`config.mk`:
```
export PLATFORM = sky130hd
export DESIGN_NAME = param_loader
export DESIGN_NICKNAME = d
export VERILOG_FILES = /design/src/rtl/param_loader_pkg.sv /design/src/rtl/param_loader.sv
export SDC_FILE = /design/constraint.sdc
export NUM_CORES = 1
export LEC_CHECK = 0
export ABC_AREA = 1
export CORE_MARGIN = 4
export CORE_UTILIZATION = 35
export DETAILED_ROUTE_END_ITERATION = 10
export SYNTH_ARGS = -nofsm -noshare
export SYNTH_HDL_FRONTEND = slang
export SYNTH_SLANG_ARGS = --single-unit
```
`constraint.sdc`:
```
create_clock -name clk -period 2 [get_ports clk]
set_input_delay 0.4 -clock clk [delete_from_list [all_inputs] [get_ports clk]]
set_output_delay 0.4 -clock clk [all_outputs]
set_load 0.01 [all_outputs]
```
`src/rtl/param_loader_pkg.sv`:
```
// Shared fixed-point constants and FSM state type for the per-layer parameter loader.
// FP_N is the parameter word width; END_MARK terminates every node frame.
package param_loader_pkg;

  localparam int FP_N = 16;
  localparam logic [FP_N-1:0] END_MARK = 16'h7FFF;

  typedef enum logic [1:0] {
    S_IDLE  = 2'd0,
    S_RUN   = 2'd1,
    S_DRAIN = 2'd2,
    S_DONE  = 2'd3
  } state_e;

endpackage

```
`src/rtl/param_loader.sv`:
```
// Streams sl*(sx+2) words from a synchronous parameter ROM onto the layer bus with a one-hot node we.
// Optional end-marker check of every frame is enabled by defining PARAM_LOADER_END_CHECK_EN.
module param_loader
  import param_loader_pkg::*;
#(
  parameter int sx   = 99,
  parameter int sl   = 99,
  parameter int BASE = 0,
  parameter int AW   = 16
) (
  input  logic            clk,
  input  logic            rst,
  input  logic            start,
  output logic            busy,
  output logic            done,
  output logic            err,
  output logic [AW-1:0]   mem_addr,
  output logic            mem_rd,
  input  logic [FP_N-1:0] mem_data,
  output logic [FP_N-1:0] bus,
  output logic            bus_oe,
  output logic [sl-1:0]   we
);

  localparam int N   = FP_N;
  localparam int W   = sx + 2;
  localparam int WCW = $clog2(W);
  localparam int NCW = (sl > 1) ? $clog2(sl) : 1;

  localparam logic [AW-1:0]  BASE_ADDR = AW'(BASE);
  localparam logic [AW-1:0]  LAST_ADDR = AW'(BASE + sl * W - 1);
  localparam logic [WCW-1:0] LAST_WORD = WCW'(W - 1);

  // Issue stage: address generator and control
  state_e         state_q;
  logic [AW-1:0]  mem_addr_q;
  logic           mem_rd_q;
  logic [WCW-1:0] word_cnt_q;
  logic [NCW-1:0] node_cnt_q;
  logic           busy_q;
  logic           done_q;

  // Read stage: tags travelling alongside the ROM access
  logic           rd_v_q;
  logic [NCW-1:0] rd_node_q;
  logic           rd_final_q;

  // Output stage
  logic [N-1:0]   bus_d,  bus_q;
  logic [sl-1:0]  we_d,   we_q;
  logic           bus_oe_q;
  logic           last_out_q;

  logic           start_accept;

  assign start_accept = (state_q == S_IDLE) && start;

  // NOTE: every register below is updated with <= so all stages sample the pre-edge values;
  // blocking assignments here would let the counters race ahead of the address.
  always_ff @(posedge clk or negedge rst) begin
    if (!rst) begin
      state_q    <= S_IDLE;
      mem_addr_q <= BASE_ADDR;
      mem_rd_q   <= 1'b0;
      word_cnt_q <= '0;
      node_cnt_q <= '0;
      busy_q     <= 1'b0;
      done_q     <= 1'b0;
    end else begin
      done_q <= 1'b0;
      case (state_q)
        S_IDLE: begin
          if (start) begin
            state_q    <= S_RUN;
            mem_rd_q   <= 1'b1;
            mem_addr_q <= BASE_ADDR;
            word_cnt_q <= '0;
            node_cnt_q <= '0;
            busy_q     <= 1'b1;
          end
        end
        S_RUN: begin
          if (mem_addr_q == LAST_ADDR) begin
            state_q  <= S_DRAIN;
            mem_rd_q <= 1'b0;
          end else begin
            mem_addr_q <= mem_addr_q + 1'b1;
            if (word_cnt_q == LAST_WORD) begin
              word_cnt_q <= '0;
              node_cnt_q <= node_cnt_q + 1'b1;
            end else begin
              word_cnt_q <= word_cnt_q + 1'b1;
            end
          end
        end
        S_DRAIN: begin
          if (last_out_q) begin
            state_q <= S_DONE;
            done_q  <= 1'b1;
            busy_q  <= 1'b0;
          end
        end
        S_DONE: begin
          state_q <= S_IDLE;
        end
        default: begin
          state_q  <= S_IDLE;
          mem_rd_q <= 1'b0;
          busy_q   <= 1'b0;
        end
      endcase
    end
  end

  always_ff @(posedge clk or negedge rst) begin
    if (!rst) begin
      rd_v_q     <= 1'b0;
      rd_node_q  <= '0;
      rd_final_q <= 1'b0;
    end else begin
      rd_v_q     <= mem_rd_q;
      rd_node_q  <= node_cnt_q;
      rd_final_q <= mem_rd_q && (mem_addr_q == LAST_ADDR);
    end
  end

  // NOTE: defaults first so no path leaves bus_d/we_d unassigned and infers a latch.
  always_comb begin
    bus_d = '0;
    we_d  = '0;
    if (rd_v_q) begin
      bus_d = mem_data;
      for (int k = 0; k < sl; k++) begin
        if (rd_node_q == NCW'(k)) begin
          we_d[sl-1-k] = 1'b1;
        end
      end
    end
  end

  always_ff @(posedge clk or negedge rst) begin
    if (!rst) begin
      bus_q      <= '0;
      we_q       <= '0;
      bus_oe_q   <= 1'b0;
      last_out_q <= 1'b0;
    end else begin
      bus_q      <= bus_d;
      we_q       <= we_d;
      bus_oe_q   <= rd_v_q;
      last_out_q <= rd_final_q;
    end
  end

`ifdef PARAM_LOADER_END_CHECK_EN
  logic rd_end_q;
  logic err_q;

  always_ff @(posedge clk or negedge rst) begin
    if (!rst) begin
      rd_end_q <= 1'b0;
    end else begin
      rd_end_q <= mem_rd_q && (word_cnt_q == LAST_WORD);
    end
  end

  // Flag is registered at the same edge the end word reaches the bus.
  always_ff @(posedge clk or negedge rst) begin
    if (!rst) begin
      err_q <= 1'b0;
    end else if (start_accept) begin
      err_q <= 1'b0;
    end else if (rd_v_q && rd_end_q && (mem_data != END_MARK)) begin
      err_q <= 1'b1;
    end
  end

  assign err = err_q;
`else
  assign err = 1'b0;
`endif

  assign busy     = busy_q;
  assign done     = done_q;
  assign mem_addr = mem_addr_q;
  assign mem_rd   = mem_rd_q;
  assign bus      = bus_q;
  assign bus_oe   = bus_oe_q;
  assign we       = we_q;

endmodule

```
Yosys cells after proc, flatten, opt, wreduce, memory -nomap -nowiden --
Cells that the tools add are included. Widths: inputs -> output; s select.
Word-level totals: logic and storage cells 257, output and inout port bits 136, register bits after elaboration 161, memory bits (writable) 0, input bits 19, memories 0, latch bits 0, bits in read-only memories 0
Operators by class: mux-type cells 122, multipliers 0, equal/unequal tests 108, div/mod/pow operators 0, bitwise gates (word level) 0, $add $sub $neg 3, $lt $le $gt $ge 0, reductions and logical operators 10, shifts and indexed selects 0
Operators by type and width (count):
- $eq 7x7->1 const B | 36
- $eq 7x6->1 const B | 32
- $eq 7x5->1 const B | 16
- $mux 1 | 104
- $mux 99 | 1
- $eq 7x4->1 const B | 8
- $mux 16 | 3
- $mux 7 | 5
- $pmux 16 s2 | 1
- $eq 7x3->1 const B | 4
- $pmux 7 s2 | 2
- $add 16x1->16 const B | 1
- $eq 16x14->1 const B | 1
- $add 7x1->7 const B | 2
- $eq 7x2->1 const B | 2
- $reduce_and 3->1 | 4
- $ne 2x2->1 const B | 5
- $pmux 2 s4 | 1
- $eq 7x1->1 const B | 1
- $logic_not 7->1 | 1
- $mux 2 | 3
- $eq 2x2->1 const B | 2
- $pmux 1 s2 | 2
- $reduce_and 4->1 | 1
- 4 further kinds | 5

Logic depth before layout (Yosys ltp) --
Gate-level depths: netlist (run 1).
depth in word-level cells 4, mapped depth 9

Worst setup path before layout (run 1) --
OpenSTA, ideal clock, no wires.
path kind register -> register, from reg state_q[1], to reg mem_addr_q[0], in the netlist mem_addr[0], stages on the path, launching flop included 9, arrival time 1461 ps, setup time 132 ps, required time 1868 ps, slack 407 ps, cell sequence dfrtp_1 > inv_1 > ha_1 > inv_2 > a21oi_4 > nand2_8 > buf_6 > nand2_1 > o21ai_0
On the way: longest elaborated chain between the ends 3
RTL lines:
- start, declared | RTL line param_loader.sv:35 | state_e state_q;
- start signal, assigned | RTL line param_loader.sv:62 | state_q <= S_IDLE;
- start signal, assigned | RTL line param_loader.sv:74 | state_q <= S_RUN;
- start signal, assigned | RTL line param_loader.sv:84 | state_q <= S_DRAIN;
- $eq 2x1->1 / $logic_not 2->1 (equally long branches) | RTL line param_loader.sv:71 | case (state_q)
- $ne 2x2->1 (no line) / $reduce_bool 2->1 (equally long branches)
- $reduce_and 3->1 (no line)
- end signal, assigned | RTL line param_loader.sv:87 | mem_addr_q <= mem_addr_q + 1'b1;
- end, declared | RTL line param_loader.sv:36 | logic [AW-1:0] mem_addr_q;
Parallel ways exist; a longest one is shown, timed or not. A chain may end at the register's enable or synchronous reset.

Worst setup path in the final report (run 1) --
from reg mem_addr_q[6], in the netlist mem_addr[6], to out mem_addr[6]
RTL lines:
- end, declared | RTL line param_loader.sv:17 | output logic [AW-1:0] mem_addr,
No word-level cell between the ends.

==> results of run 1 <==
-- synthesized netlist by cell type (2+ instances only) --
master,count
sky130_fd_sc_hd__a21oi_1,2
sky130_fd_sc_hd__buf_6,3
sky130_fd_sc_hd__clkbuf_1,12
sky130_fd_sc_hd__dfrtp_1,161
sky130_fd_sc_hd__ha_1,9
sky130_fd_sc_hd__inv_1,73
sky130_fd_sc_hd__inv_2,3
sky130_fd_sc_hd__nand2_1,149
sky130_fd_sc_hd__nand2_2,2
sky130_fd_sc_hd__nand3_1,37
sky130_fd_sc_hd__nand4_1,16
sky130_fd_sc_hd__nor2_1,155
sky130_fd_sc_hd__nor2_4,2
sky130_fd_sc_hd__nor3_1,2
sky130_fd_sc_hd__o21ai_0,8
sky130_fd_sc_hd__o21ai_1,13
sky130_fd_sc_hd__or2_2,3
sky130_fd_sc_hd__xnor2_1,2
sky130_fd_sc_hd__xor2_1,4
-- kinds of logic (layout without fill, tap and decap cells) --
logic type               count (synthesis)  count (layout)  share of synthesized area
buffers and inverters                   93             280                     0.0600
AND/OR/NAND/NOR                        370             370                      0.246
XOR/XNOR                                 6               6                    0.00838
AO/OA/AOI/OAI                           27              27                     0.0243
adder cells (fa/ha/maj)                  9               9                     0.0180
other                                    1               1                   0.000598
flip-flops                             161             161                      0.642
-- through the flow --
stage | setup slack [ps] | std cells
final | 75.7 | 1079
after global routing | 6.35 | 1079
after CTS | 47.7 | 1079
after detailed placement | 155 | 1046
after global placement | 176 | 1046
after floorplan | 407 | 667
-- power by group --
| part | leakage [nW] | total (W) | internal (W) | switching (W) |
|---|---|---|---|---|
| combinational | 1.55 | 0.00171 | 0.000649 | 0.00106 |
| clock | 0.282 | 0.00318 | 0.00168 | 0.00150 |
| sequential | 2.21 | 0.00361 | 0.00345 | 0.000154 |
-- worst max path at each step --
stage                              endpoint  slack, ps  cells past startpoint
finish                          mem_addr[6]         80                      1
global route                    mem_addr[4]          6                      1
CTS                             mem_addr[4]         50                      1
detailed placement  mem_addr[2]$_DFFE_PN0P_        160                      6
global placement    mem_addr[2]$_DFFE_PN0P_        180                      6
floorplan           mem_addr[0]$_DFFE_PN0P_        410                      8
-- routing by layer --
layer / part of all wire / vias up
met1: 0.45 / 2325
met4: 0.018 / 0
li1: - / 2393
met5: 0 / -
met3: 0.054 / 19
met2: 0.48 / 130
-- layout make-up --
cell class                 instances  area share
clock buffer                      17      0.0485
clock inverter                    15      0.0181
inverter                          76      0.0325
multi-input combinational        413       0.213
sequential                       161       0.460
tap                              225      0.0321
timing repair buffer             172       0.196
-- placed cells by master, fill, tap and decap left out, types with 2 or more instances in the layout --
cell type / count
sky130_fd_sc_hd__dfrtp_1: 159
sky130_fd_sc_hd__nor2_1: 155
sky130_fd_sc_hd__clkdlybuf4s50_1: 152
sky130_fd_sc_hd__nand2_1: 149
sky130_fd_sc_hd__inv_1: 73
sky130_fd_sc_hd__nand3_1: 37
sky130_fd_sc_hd__clkbuf_16: 17
sky130_fd_sc_hd__nand4_1: 16
sky130_fd_sc_hd__buf_4: 15
sky130_fd_sc_hd__o21ai_1: 13
sky130_fd_sc_hd__ha_1: 9
sky130_fd_sc_hd__o21ai_0: 8
sky130_fd_sc_hd__inv_8: 6
sky130_fd_sc_hd__xor2_1: 4
sky130_fd_sc_hd__inv_6: 4
sky130_fd_sc_hd__inv_2: 3
sky130_fd_sc_hd__or2_2: 3
sky130_fd_sc_hd__buf_12: 3
sky130_fd_sc_hd__nor3_1: 2
sky130_fd_sc_hd__nand2_2: 2
sky130_fd_sc_hd__nor2_4: 2
sky130_fd_sc_hd__xnor2_1: 2
sky130_fd_sc_hd__a21oi_1: 2
sky130_fd_sc_hd__clkinv_8: 2
sky130_fd_sc_hd__clkinvlp_4: 2
sky130_fd_sc_hd__dfrtp_2: 2
-- state kept, by name, summed over array words and instances (netlist names) --
signal / count
mem_addr: 16
rd_v_q: 1
last_out_q: 1
rd_final_q: 1
bus: 16
done: 1
bus_oe: 1
node_cnt_q: 7
word_cnt_q: 7
mem_rd: 1
we: 99
busy: 1
rd_node_q: 7
state_q: 2
-- timing repair --
action | in CTS | in global routing
setup endpoints to repair | 1 | 1
hold buffers | 1 | 0
setup buffers | 0 | 0
gates resized for setup | 1 | 1
hold endpoints to repair | 44 | 0
pin swaps | 0 | 0
==> run_summary.xml, run 1 <==
<?xml version="1.0" encoding="UTF-8"?>
<metrics>
  <group name="critical_path">
    <metric name="critical_path_required_time" unit="ps">1600</metric>
    <metric name="critical_path.reg2reg.startpoint" unit="">state_q[0]$_DFFE_PN0P_</metric>
    <metric name="worstSetupStartpointType" unit="">flop</metric>
    <metric name="worst-endpoint-arrival" unit="ps">1520</metric>
    <metric name="reg2reg_setup_slack" unit="ps">200</metric>
    <metric name="critical_path_buf_inv_count" unit="">1</metric>
    <metric name="crit_path_cell_trace" unit="">clkdlybuf4s50_1</metric>
    <metric name="cp-startpoint" unit="">mem_addr[6]$_DFFE_PN0P_</metric>
    <metric name="cp-end-kind" unit="">output port</metric>
    <metric name="ff2ff_path_depth" unit="">7</metric>
    <metric name="cpLargestDelayFamily" unit="">buffers and inverters</metric>
    <metric name="regToRegEndpoint" unit="">mem_addr[2]$_DFFE_PN0P_</metric>
    <metric name="worst_path_largest_cell_delay" unit="ps">600</metric>
    <metric name="timing_worst_setup_path_type" unit="">flop to output port</metric>
    <metric name="timing.critical_path.slowest_stage_cell" unit="">sky130_fd_sc_hd__clkdlybuf4s50_1</metric>
    <metric name="peak_fanout_along_the_critical_path" unit="">7</metric>
  </group>
  <group name="timing">
    <metric name="period_needed" unit="ps">1920</metric>
    <metric name="setup-violations-final" unit="">0</metric>
    <metric name="timing.final.crit_share" unit="">0.962</metric>
    <metric name="hold-worst-slack" unit="ps">349</metric>
    <metric name="tightest_slew" unit="ps">533</metric>
    <metric name="final.setup.tns" unit="ps">0</metric>
    <metric name="rsz0062_at_grt" unit="">false</metric>
    <metric name="worst_slew_margin_rel" unit="">0.644</metric>
    <metric name="max_freq" unit="GHz">0.520</metric>
    <metric name="max_slew_violation_count" unit="">0</metric>
    <metric name="hold_violation_total_from_the_final_report" unit="">0</metric>
    <metric name="skew" unit="ps">10.4</metric>
  </group>
  <group name="floorplan">
    <metric name="core_region_area" unit="sq um">17400</metric>
    <metric name="initial_utilization" unit="">0.360</metric>
    <metric name="die_height" unit="um">142</metric>
    <metric name="io-pin-count" unit="">155</metric>
    <metric name="design.die.area" unit="sq um">20100</metric>
    <metric name="site_row_count" unit="">48</metric>
    <metric name="die_w" unit="um">142</metric>
  </group>
  <group name="final_layout">
    <metric name="antenna_cells" unit="">0</metric>
    <metric name="final-seq-area" unit="sq um">4030</metric>
    <metric name="numnets_final" unit="">869</metric>
    <metric name="finalInstanceArea" unit="sq um">8760</metric>
    <metric name="drive_gt1_frac" unit="">0.0785</metric>
    <metric name="synthToLayoutAreaGrowth" unit="%">39.7</metric>
    <metric name="final.fill_count" unit="">1598</metric>
    <metric name="multiInputGateArea" unit="sq um">1870</metric>
    <metric name="post-route-util" unit="">0.503</metric>
  </group>
  <group name="outcome">
    <metric name="status" unit="">finished clean</metric>
  </group>
  <group name="global_route">
    <metric name="grt_start_max_net_pins" unit="">49</metric>
    <metric name="gr-usage-met2" unit="">0.267</metric>
    <metric name="busiest_layer" unit="">met2</metric>
    <metric name="number_of_antenna_violations_at_the_first_check_in_global_routing" unit="">0</metric>
    <metric name="first_global_vias" unit="">4849</metric>
    <metric name="grt_first_pass_wirelength" unit="mm">26.0</metric>
    <metric name="globalRoute.totalOverflow" unit="">0</metric>
    <metric name="track_usage" unit="">0.165</metric>
    <metric name="globalRouteMet3Util" unit="">0.0384</metric>
    <metric name="grt.met1_usage" unit="">0.217</metric>
  </group>
  <group name="yosys">
    <metric name="synth_warnings" unit="">0</metric>
    <metric name="netlist.area_leader.share" unit="">0.642</metric>
    <metric name="synth_area" unit="sq um">6270</metric>
    <metric name="yosys-top-cells-area" unit="">sky130_fd_sc_hd__dfrtp_1 (64%), sky130_fd_sc_hd__nor2_1 (9.3%), sky130_fd_sc_hd__nand2_1 (8.9%)</metric>
    <metric name="ys_types" unit="">30</metric>
    <metric name="synth.avg_cell_area" unit="sq um">9.40</metric>
    <metric name="netlist_instances" unit="">667</metric>
    <metric name="synth_top_area_cell" unit="">sky130_fd_sc_hd__dfrtp_1</metric>
    <metric name="synth-main-ff-cell" unit="">sky130_fd_sc_hd__dfrtp_1</metric>
    <metric name="synth_enable_flop_cells" unit="">0</metric>
    <metric name="sequential_element_share_of_the_synthesized_area" unit="">0.642</metric>
    <metric name="yosys_register_bits" unit="">161</metric>
    <metric name="proportion_of_register_bits_with_asynchronous_set_or_reset_after_synthesis" unit="">1.00</metric>
    <metric name="postSynthNetCount" unit="">695</metric>
  </group>
  <group name="routing">
    <metric name="finalWirelength" unit="mm">16.0</metric>
    <metric name="drt_first_pass_iters" unit="">4</metric>
    <metric name="drc_violation_count_after_routing" unit="">0</metric>
    <metric name="drt-wirelength-per-cell" unit="um">14.8</metric>
    <metric name="viasPerCell" unit="">4.51</metric>
    <metric name="drt-initial-drc-count" unit="">296</metric>
    <metric name="routed-via-count" unit="">4867</metric>
    <metric name="antenna_left" unit="">0</metric>
  </group>
  <group name="run">
    <metric name="drv.max_cap_violation_count" unit="">0</metric>
  </group>
  <group name="clocking">
    <metric name="cts_root_buffer" unit="">sky130_fd_sc_hd__clkbuf_16</metric>
    <metric name="tritoncts" unit="">built</metric>
    <metric name="clockBufferDepth" unit="">2</metric>
    <metric name="cts_made_buffers" unit="">17</metric>
    <metric name="cts.sink_count" unit="">161</metric>
    <metric name="clock_latency" unit="ps">430</metric>
    <metric name="cts.htree.levels" unit="">4</metric>
    <metric name="cts.clk_slew.worst_paths" unit="ps">70</metric>
  </group>
  <group name="placement">
    <metric name="dpl-instance-area" unit="sq um">8170</metric>
    <metric name="io_buffer_count" unit="">153</metric>
    <metric name="place_hpwl" unit="mm">11.7</metric>
    <metric name="weighted_congestion_at_the_end_of_routability_driven_global_placement" unit="">0.832</metric>
  </group>
  <group name="pwr">
    <metric name="p_per_area" unit="nW/um^2">970</metric>
    <metric name="total_power" unit="W">0.00850</metric>
    <metric name="ir_drop" unit="uV">585</metric>
    <metric name="leakage" unit="nW">4.05</metric>
  </group>
  <group name="hold_path">
    <metric name="timing.hold.worst.start" unit="">rd_final_q$_DFF_PN0_</metric>
    <metric name="holdPathStages" unit="">0</metric>
    <metric name="timing.hold.worst.class" unit="">flop to flop</metric>
    <metric name="worst_min_delay_path_endpoint" unit="">last_out_q$_DFF_PN0_</metric>
  </group>
</metrics>
Power figures use the tool's default switching activity.
==> run 2, diff against run 1 <==
Clock period 2 ns to 1.9 ns, I/O delays scaled along.
==> run 2 against run 1 <==
  * Non-clock buffer count rose by 3
  * Clock power rose by 6.6%
  * Power rose by 6.6%
  * Critical path depth did not move
  * Sequential share of layout area fell by 0.067 points
  * Setup slack got worse by 8.9 ps
  * Sequential power rose by 6.1%
  * First-iteration DRC count fell by 35%
  * Critical endpoint is now mem_addr[7]
==> run_summary.xml, run 2 (synthesized netlist as in run 1, its figures left out) <==
<?xml version="1.0" encoding="UTF-8"?>
<metrics>
  <group name="routing">
    <metric name="antenna_left" unit="">0</metric>
    <metric name="routed-via-count" unit="">4820</metric>
    <metric name="drc_violation_count_after_routing" unit="">0</metric>
    <metric name="drt-initial-drc-count" unit="">193</metric>
    <metric name="drt-wirelength-per-cell" unit="um">14.5</metric>
    <metric name="dr.max_layer_used" unit="">met4</metric>
    <metric name="route.layer.met1.wl" unit="mm">7.10</metric>
    <metric name="viasPerCell" unit="">4.45</metric>
    <metric name="finalWirelength" unit="mm">15.7</metric>
    <metric name="met3_wirelength" unit="um">848</metric>
    <metric name="met2WireLength" unit="mm">7.45</metric>
    <metric name="drt_first_pass_iters" unit="">4</metric>
  </group>
  <group name="floorplan">
    <metric name="site_row_count" unit="">48</metric>
    <metric name="die_w" unit="um">142</metric>
    <metric name="die_height" unit="um">142</metric>
    <metric name="core_region_area" unit="sq um">17400</metric>
    <metric name="io-pin-count" unit="">155</metric>
    <metric name="initial_utilization" unit="">0.360</metric>
    <metric name="design.die.area" unit="sq um">20100</metric>
  </group>
  <group name="timing">
    <metric name="rsz0062_at_grt" unit="">false</metric>
    <metric name="setup_slack" unit="ps">66.8</metric>
    <metric name="hold_violation_total_from_the_final_report" unit="">0</metric>
    <metric name="max_slew_violation_count" unit="">0</metric>
    <metric name="tightest_slew" unit="ps">622</metric>
    <metric name="timing.final.crit_share" unit="">0.965</metric>
    <metric name="setup-violations-final" unit="">0</metric>
    <metric name="final.setup.tns" unit="ps">0</metric>
    <metric name="max_freq" unit="GHz">0.546</metric>
    <metric name="skew" unit="ps">10.7</metric>
    <metric name="period_needed" unit="ps">1830</metric>
    <metric name="worst_slew_margin_rel" unit="">0.586</metric>
  </group>
  <group name="critical_path">
    <metric name="critical_path_buf_inv_count" unit="">1</metric>
    <metric name="critical_path.reg2reg.startpoint" unit="">state_q[1]$_DFFE_PN0P_</metric>
    <metric name="worst-endpoint-arrival" unit="ps">1450</metric>
    <metric name="crit_path_cell_trace" unit="">clkdlybuf4s50_1</metric>
    <metric name="critical_path_required_time" unit="ps">1520</metric>
    <metric name="timing_worst_setup_path_type" unit="">flop to output port</metric>
    <metric name="regToRegEndpoint" unit="">mem_addr[5]$_DFFE_PN0P_</metric>
    <metric name="cpLargestDelayFamily" unit="">buffers and inverters</metric>
    <metric name="reg2reg_setup_slack" unit="ps">210</metric>
    <metric name="worst_path_largest_cell_delay" unit="ps">580</metric>
    <metric name="timing.critical_path.slowest_stage_cell" unit="">sky130_fd_sc_hd__clkdlybuf4s50_1</metric>
    <metric name="peak_fanout_along_the_critical_path" unit="">7</metric>
    <metric name="ff2ff_path_depth" unit="">7</metric>
    <metric name="worstSetupStartpointType" unit="">flop</metric>
    <metric name="cp-end-kind" unit="">output port</metric>
  </group>
  <group name="clocking">
    <metric name="cts.clk_slew.worst_paths" unit="ps">70</metric>
    <metric name="clock_latency" unit="ps">430</metric>
    <metric name="cts.htree.levels" unit="">4</metric>
    <metric name="cts_made_buffers" unit="">17</metric>
    <metric name="clockBufferDepth" unit="">2</metric>
    <metric name="tritoncts" unit="">built</metric>
    <metric name="cts.sink_count" unit="">161</metric>
    <metric name="cts_root_buffer" unit="">sky130_fd_sc_hd__clkbuf_16</metric>
  </group>
  <group name="placement">
    <metric name="io_buffer_count" unit="">153</metric>
    <metric name="dp_slack" unit="ps">71.7</metric>
    <metric name="place_hpwl" unit="mm">11.7</metric>
    <metric name="weighted_congestion_at_the_end_of_routability_driven_global_placement" unit="">0.835</metric>
    <metric name="dpl-instance-area" unit="sq um">8160</metric>
  </group>
  <group name="final_layout">
    <metric name="finalInstanceArea" unit="sq um">8800</metric>
    <metric name="synthToLayoutAreaGrowth" unit="%">40.4</metric>
    <metric name="antenna_cells" unit="">0</metric>
    <metric name="leading_cell_types_in_the_layout_fill_and_taps_excluded" unit="">sky130_fd_sc_hd__nor2_1 (155), sky130_fd_sc_hd__clkdlybuf4s50_1 (152), sky130_fd_sc_hd__nand2_1 (149), sky130_fd_sc_hd__dfrtp_1 (149), sky130_fd_sc_hd__inv_1 (73)</metric>
    <metric name="largest_reg_flops" unit="">99</metric>
    <metric name="final_common_cell" unit="">sky130_fd_sc_hd__nor2_1</metric>
    <metric name="final.fill_count" unit="">1595</metric>
    <metric name="numnets_final" unit="">872</metric>
    <metric name="drive_gt1_frac" unit="">0.0933</metric>
  </group>
  <group name="pwr">
    <metric name="ir_drop" unit="uV">607</metric>
    <metric name="total_power" unit="W">0.00906</metric>
    <metric name="p_per_area" unit="nW/um^2">1030</metric>
    <metric name="leakage" unit="nW">4.05</metric>
  </group>
  <group name="global_route">
    <metric name="grt_first_pass_wirelength" unit="mm">26.0</metric>
    <metric name="first_global_vias" unit="">4841</metric>
    <metric name="grt_start_max_net_pins" unit="">55</metric>
    <metric name="globalRoute.totalOverflow" unit="">0</metric>
    <metric name="number_of_antenna_violations_at_the_first_check_in_global_routing" unit="">0</metric>
    <metric name="track_usage" unit="">0.165</metric>
  </group>
  <group name="hold_path">
    <metric name="timing.hold.worst.start" unit="">rd_final_q$_DFF_PN0_</metric>
    <metric name="holdPathStages" unit="">0</metric>
    <metric name="timing.hold.worst.class" unit="">flop to flop</metric>
    <metric name="worst_min_delay_path_endpoint" unit="">last_out_q$_DFF_PN0_</metric>
  </group>
  <group name="outcome">
    <metric name="status" unit="">finished clean</metric>
  </group>
  <group name="run">
    <metric name="drv.max_cap_violation_count" unit="">0</metric>
  </group>
</metrics>
-- run 2: cell count changes in the layout (fill, tap and decap cells not counted), moves of 2 or more --
| cell | before | now |
|---|---|---|
| sky130_fd_sc_hd__buf_4 | 15 | 18 |
| sky130_fd_sc_hd__clkinv_4 | 1 | 3 |
| sky130_fd_sc_hd__clkinv_8 | 2 | 0 |
| sky130_fd_sc_hd__dfrtp_1 | 159 | 149 |
| sky130_fd_sc_hd__dfrtp_2 | 2 | 12 |
-- run 2: how the worst max path moves through the flow --
| stage | to | from | slack, ps | cells past startpoint |
|---|---|---|---|---|
| final | mem_addr[7] | mem_addr[7]$_DFFE_PN0P_ | 70 | 1 |
| after global routing | mem_addr[9]$_DFFE_PN0P_ | state_q[1]$_DFFE_PN0P_ | 4 | 7 |
| after CTS | mem_addr[13] | mem_addr[13]$_DFFE_PN0P_ | 1 | 1 |
| after detailed placement | mem_addr[0]$_DFFE_PN0P_ | start | 70 | 6 |
| after global placement | mem_addr[0]$_DFFE_PN0P_ | start | 100 | 6 |
| after floorplan | mem_addr[0]$_DFFE_PN0P_ | state_q[1]$_DFFE_PN0P_ | 310 | 8 |
-- run 2: per-layer routing --
layer / vias up / global-route usage
met1: 2275 / 0.217
met5: - / 0
met3: 21 / 0.0381
met2: 127 / 0.266
met4: 0 / 0.0641
li1: 2397 / -
-- run 2: repair_timing --
action / in CTS / in global routing
endpoints found under the hold margin: 49 / 0
hold buffers: 1 / 0
gates resized for setup: 7 / 5
buffers inserted: 0 / 2
setup endpoints to repair: 7 / 34
-- run 2: per-stage QoR --
stage / cells / util / hold slack, ps
finish: 1082 / 0.506 / 349
global route: 1082 / 0.506 / 365
CTS: 1080 / 0.504 / 352
detailed placement: 1047 / 0.469 / 336
global placement: 1047 / 0.469 / 333
floorplan: 667 / - / 84.4
-- run 2: area by class of cell --
type,instances,area [sq um],share of cell area
flip-flops and latches,161,4040,0.459
multi-input cells,413,1870,0.212
repair buffers,175,1740,0.197
clock buffers,17,425,0.0483
inverters,76,285,0.0324
well taps,225,282,0.0320
clock inverters,15,164,0.0186
-- run 2: where the power goes --
part           total [W]  switching [W]  internal, W  leakage, nW
Sequential       0.00383       0.000187      0.00364         2.20
Combinational    0.00184        0.00109     0.000751         1.57
Clock            0.00339        0.00152      0.00187        0.289
Total            0.00906        0.00280      0.00626         4.05
